**src/rtl/fetch_stage_if.sv**
```systemverilog
// Instruction-memory request/response port between the fetch stage and imem.
interface fetch_stage_if;
  logic        req;
  logic [31:0] addr;
  logic        ready;
  logic [31:0] rdata;

  modport master (output req, addr, input ready, rdata);
  modport slave  (input req, addr, output ready, rdata);
endinterface

```
**src/rtl/fetch_stage.sv**
```systemverilog
// MIPS instruction-fetch stage plus IF/ID register with branch-delay-slot redirect
// and a one-entry holding buffer for words returned while decode is stalled.
module fetch_stage #(
  parameter logic [31:0] RESET_PC = 32'h0000_0000,
  parameter logic [31:0] NOP_INST = 32'h0000_0000
) (
  input  logic          clk,
  input  logic          reset,
  input  logic          stall_D,
  input  logic          flush_D,
  input  logic          pc_src_D,
  input  logic [31:0]   next_br_D,
  fetch_stage_if.master imem,
  output logic [31:0]   inst_D,
  output logic [31:0]   PC_plus_4_D,
  output logic          valid_D,
  output logic          fetch_busy
);

  localparam logic [0:0] REQ = 1'b0;
  localparam logic [0:0] BUF = 1'b1;

  logic [0:0]  state;
  logic [31:0] pc_F, pc4_F, npc, br_tgt;
  logic [31:0] redir_pc, buf_inst, buf_pc4;
  logic        redir_pend, redirect_now, hs;

  assign redirect_now = pc_src_D & ~stall_D;
  assign br_tgt       = {next_br_D[31:2], 2'b00};
  assign pc4_F        = pc_F + 32'd4;
  // A redirect captured during a wait outranks one arriving on the handshake cycle.
  assign npc          = redir_pend ? redir_pc : (redirect_now ? br_tgt : pc4_F);

  assign imem.req   = (state == REQ) & ~reset;
  assign imem.addr  = pc_F;
  assign hs         = imem.req & imem.ready;
  assign fetch_busy = imem.req & ~imem.ready;

  always_ff @(posedge clk) begin
    if (reset) begin
      pc_F        <= RESET_PC;
      state       <= REQ;
      redir_pend  <= 1'b0;
      redir_pc    <= RESET_PC;
      buf_inst    <= NOP_INST;
      buf_pc4     <= 32'd0;
      inst_D      <= NOP_INST;
      PC_plus_4_D <= 32'd0;
      valid_D     <= 1'b0;
    end else begin
      case (state)
        REQ: begin
          if (hs) begin
            pc_F       <= npc;
            redir_pend <= 1'b0;
            if (stall_D) begin
              buf_inst <= imem.rdata;
              buf_pc4  <= pc4_F;
              state    <= BUF;
            end else begin
              inst_D      <= imem.rdata;
              PC_plus_4_D <= pc4_F;
              valid_D     <= 1'b1;
            end
          end else begin
            if (!stall_D) begin
              inst_D  <= NOP_INST;
              valid_D <= 1'b0;
            end
            // imem_addr must stay put while waiting, so the target is parked.
            if (redirect_now) begin
              redir_pc   <= br_tgt;
              redir_pend <= 1'b1;
            end
          end
        end
        BUF: begin
          if (!stall_D) begin
            inst_D      <= buf_inst;
            PC_plus_4_D <= buf_pc4;
            valid_D     <= 1'b1;
            state       <= REQ;
          end
          if (redirect_now) pc_F <= br_tgt;
        end
        default: state <= REQ;
      endcase
      if (flush_D) begin
        inst_D  <= NOP_INST;
        valid_D <= 1'b0;
        if (state == BUF) state <= REQ;
      end
    end
  end

endmodule

```
**src/flat_wrapper.sv**
```systemverilog
// flat-port wrapper written by rule: the top's interface ports become plain ports
module fetch_stage_flat 
#(
  parameter logic [31:0] RESET_PC = 32'h0000_0000,
  parameter logic [31:0] NOP_INST = 32'h0000_0000
)
  (clk, reset, stall_D, flush_D, pc_src_D, next_br_D, inst_D, PC_plus_4_D, valid_D, fetch_busy, imem_req, imem_addr, imem_ready, imem_rdata);
  fetch_stage_if imem_i ();
  input  logic clk;
  input  logic reset;
  input  logic stall_D;
  input  logic flush_D;
  input  logic pc_src_D;
  input  logic [31:0] next_br_D;
  output logic [31:0] inst_D;
  output logic [31:0] PC_plus_4_D;
  output logic valid_D;
  output logic fetch_busy;
  output wire logic [$bits(imem_i.req)-1:0] imem_req;
  output wire logic [$bits(imem_i.addr)-1:0] imem_addr;
  input wire logic [$bits(imem_i.ready)-1:0] imem_ready;
  input wire logic [$bits(imem_i.rdata)-1:0] imem_rdata;
  assign imem_req = imem_i.req;
  assign imem_addr = imem_i.addr;
  assign imem_i.ready = imem_ready;
  assign imem_i.rdata = imem_rdata;
  fetch_stage #(.RESET_PC(RESET_PC), .NOP_INST(NOP_INST)) u_core (.clk(clk), .reset(reset), .stall_D(stall_D), .flush_D(flush_D), .pc_src_D(pc_src_D), .next_br_D(next_br_D), .imem(imem_i), .inst_D(inst_D), .PC_plus_4_D(PC_plus_4_D), .valid_D(valid_D), .fetch_busy(fetch_busy));
endmodule
```
**config.mk**
```make
export PLATFORM = sky130hd
export DESIGN_NAME = fetch_stage_flat
export DESIGN_NICKNAME = d
export VERILOG_FILES = /design/src/rtl/fetch_stage_if.sv /design/src/rtl/fetch_stage.sv /design/src/flat_wrapper.sv
export SDC_FILE = /design/constraint.sdc
export NUM_CORES = 1
export LEC_CHECK = 0
export ABC_AREA = 1
export ABC_CLOCK_PERIOD_IN_PS = 3500
export CORE_MARGIN = 2
export CORE_UTILIZATION = 45
export DETAILED_ROUTE_END_ITERATION = 6
export PLACE_DENSITY = 0.83
export SYNTH_ARGS = -nofsm -noshare
export SYNTH_HDL_FRONTEND = slang
export SYNTH_SLANG_ARGS = --single-unit
```
**constraint.sdc**
```tcl
create_clock -name clk -period 3.5 [get_ports clk]
set_input_delay 0.525 -clock clk [delete_from_list [all_inputs] [get_ports clk]]
set_output_delay 0.525 -clock clk [all_outputs]
set_load 0.02 [all_outputs]
```
==> parameters.txt <==
Parameter                              Value

GRT
  Via count of the first global-routing pass ... 8151
  Initial antenna violation count ... 0
  Global-route usage over all layers ... 0.245
  First-pass GRT wire length ... 40600 microns
  Maximum number of pins on one net before global-route repair ... 80
  Overall overflow remaining after global route ... 0

Synth
  Xor and xnor area share after synthesis ... 0.0174
  Cell type with the highest aggregate area in the netlist ... dfxtp_1
  Combined area of all synthesized cells ... 8910 sq um
  Simple logic cell fraction of the synthesized area ... 0.240
  Post-synthesis sequential element count ... 187
  Sequential share of the synthesized area ... 0.420
  Main combinational cell family by area after synthesis ... simple AND/OR/NAND/NOR gates
  Number of distinct library cells after synthesis ... 35
  Top cell types by occurrence after synthesis ... nand2_1, a21oi_1, dfxtp_1
  Number of warnings issued by yosys ... 0
  Adder and majority cell fraction of the synthesized area ... 0.00140
  Share of synthesized area spent on multiplexers ... 0
  Share of the synthesized area in the top cell type ... 0.420
  Syn Area/Cell ... 6.89 sq um
  Largest cells by area after synthesis ... dfxtp_1, nand2_1, a21oi_1
  Fraction of the mapped netlist area in compound gates ... 0.236
  Most used standard cell by instance count after synthesis ... nand2_1
  Fraction of registers with async set/reset ... 0
  Most used flip-flop cell after synthesis ... dfxtp_1
  Instance count of the mapped netlist ... 1293
  EDFF count, synth ... 0

Worst setup path
  R2r worst-path depth ... 6
  Slowest stage cell, crit path ... buf_4
  Cell repeated most along the worst path ... buf_4
  Endpoint kind of the worst setup timing path ... register
  Crit path launch type ... register
  Series of cell instances along the critical path ... buf_4 > nor2_2 > nor2_4 > buf_4 > o21ai_0 > a21oi_1
  Worst Path Class, Setup ... reg2reg
  Worst reg-to-reg setup slack ... 1.12 ns
  Critical Path RT ... 3.87 ns
  Worst-path maximum fanout ... 61
  Crit path arrival time ... 2.75 ns
  Crit path largest cell delay ... 0.67 ns

Routing
  Average wire length per cell after detail routing ... 15.4 microns
  Via-per-instance ratio ... 5.34
  Total routed wirelength ... 25900 microns
  Iteration count of the initial detailed-routing pass ... 5
  DR vias ... 8977
  Antenna-violating nets left ... 0
  DRC marker count from the first detailed-route iteration ... 617
  DRC ... 0

STA
  Final critical-path share of the clock period ... 0.681
  Layout Skew ... 0.00973 ns
  Max_slew headroom ... 0.288
  Final count of negative-setup-slack endpoints ... 0
  Period minus WS final ... 2.38 ns
  Final hold violations ... 0
  Upper clock frequency limit ... 419 MHz
  Final count of pins violating max slew ... 0
  Tightest Pin Transition ... 1.07 ns
  Aggregate negative setup slack ... 0 ns
  Unrepaired setup endpoints after global routing ... no

Power and ir drop
  Largest vdd supply drop ... 0.375 mV
  Sum of internal, switching and leakage power ... 0.00512 W
  Leakage ... 4.51 nW
  Power density over cell area ... 458 nW/um^2

Floorplan
  Starting density of the core ... 0.458
  Core Rows ... 51
  Core outline area ... 19500 sq um
  DIE WIDTH ... 145 microns
  IO Pins ... 169
  Full die area ... 20900 sq um
  Die height ... 145 microns

Finish
  Share of post-route cells with drive strength above 1 ... 0.0671
  Final Cell Area ... 11200 sq um
  Final #Nets ... 1474
  Area delta synth->final ... 25.6%

Clocking
  Number of gates resized after cts ... 0
  Clock Root Buffer ... clkbuf_16
  Count of H-tree levels built during CTS ... 4
  Num CTS Buffers ... 17
  Maximum buffer depth of the clock tree ... 2
  Clk_lat worst skew ... 0.44 ns
  Hold bufs inserted after CTS ... 0
  Sink Count ... 187
  Clk pin slew, worst setup/hold paths ... 0.07 ns
  Clock tree from TritonCTS ... yes
  Setup repair bufs after CTS ... 0

Placement
  Number of buffers added on ports ... 162
  Instance area after placement ... 10600 sq um
  RePlAce Congestion ... 0.919
  Detailed placer's ending HPWL ... 16700 microns

Flow run
  MaxCap Viol Count ... 0

Hold path
  Cells on Worst Hold Path ... 2
  Tightest Hold Check Type ... reg2reg

Status
  Status ... finished clean
## sequential cells by signal, summed over array words and instances (netlist names)
| name | cells |
|---|---|
| u_core.state | 1 |
| u_core.imem.addr | 30 |
| u_core.buf_inst | 32 |
| u_core.redir_pc | 30 |
| u_core.buf_pc4 | 30 |
| u_core.redir_pend | 1 |
| u_core.inst_D | 32 |
| u_core.valid_D | 1 |
| u_core.PC_plus_4_D | 30 |
## placed cells by master, fill, tap and decap left out, types with 17 or more instances in the layout
| cell type | instances |
|---|---|
| nand2_1 | 384 |
| a21oi_1 | 240 |
| dfxtp_1 | 186 |
| clkdlybuf4s50_1 | 161 |
| o21ai_0 | 124 |
| inv_1 | 78 |
| nor2_1 | 45 |
| nand3_1 | 32 |
| o21bai_1 | 23 |
| buf_4 | 18 |
| clkbuf_16 | 17 |
## report_power, final
part	switching (W)	total, W	internal (W)
sequential	0.000101	0.00234	0.00224
combinational	0.000504	0.000853	0.000348
clock	0.000962	0.00193	0.000965
## final cells by class
class / instances / area, sq um
fillers: 1797 / 8280
well taps: 265 / 332
inverters: 85 / 322
repair buffers: 180 / 1750
multi-input cells: 932 / 4430
clock buffers: 17 / 425
clock inverters: 15 / 173
diodes: 1 / 2.50
flip-flops and latches: 187 / 3750
## stage by stage
| step | utilization | instances | setup WS [ns] | hold WS [ns] |
|---|---|---|---|---|
| floorplan | - | 1296 | 1.61 | 0.435 |
| global placement | 0.544 | 1649 | 0.795 | 0.442 |
| detailed placement | 0.544 | 1649 | 0.759 | 0.444 |
| CTS | 0.574 | 1681 | 1.11 | 0.455 |
| global route | 0.574 | 1681 | 0.979 | 0.468 |
| finish | 0.575 | 1682 | 1.12 | 0.454 |
## per-layer routing
layer | global-route usage | wire (microns)
met5 | 0 | 0
met3 | 0.0513 | 2170
met1 | 0.317 | 11000
met2 | 0.403 | 12200
met4 | 0.0904 | 578
## path summary, 6_finish.rpt
check	to	from
worst max-delay path	u_core.PC_plus_4_D[30]$_SDFFE_PP0P_	u_core.state$_SDFF_PP0_
worst min-delay path	u_core.valid_D$_SDFFE_PP0P_	u_core.valid_D$_SDFFE_PP0P_
worst min register to register	u_core.valid_D$_SDFFE_PP0P_	u_core.valid_D$_SDFFE_PP0P_
worst max register to register	u_core.PC_plus_4_D[30]$_SDFFE_PP0P_	u_core.state$_SDFF_PP0_
## logic make-up after synthesis
| logic type | count (synthesis) |
|---|---|
| buffers and inverters | 177 |
| and+or+nand+nor | 509 |
| other | 1 |
| xor gates and xnor gates | 16 |
| DFF | 187 |
| adders and majority gates | 1 |
| AOI/OAI and AO/OA | 402 |
## worst max-delay path, delay by kind of cell (launching register included)
kind / cells / cell delay (ns)
DFF: 1 / 0.66
AOI/OAI and AO/OA: 2 / 0.33
and+or+nand+nor: 2 / 0.29
buffers and inverters: 2 / 0.99
(Power assumes the default switching activity.)
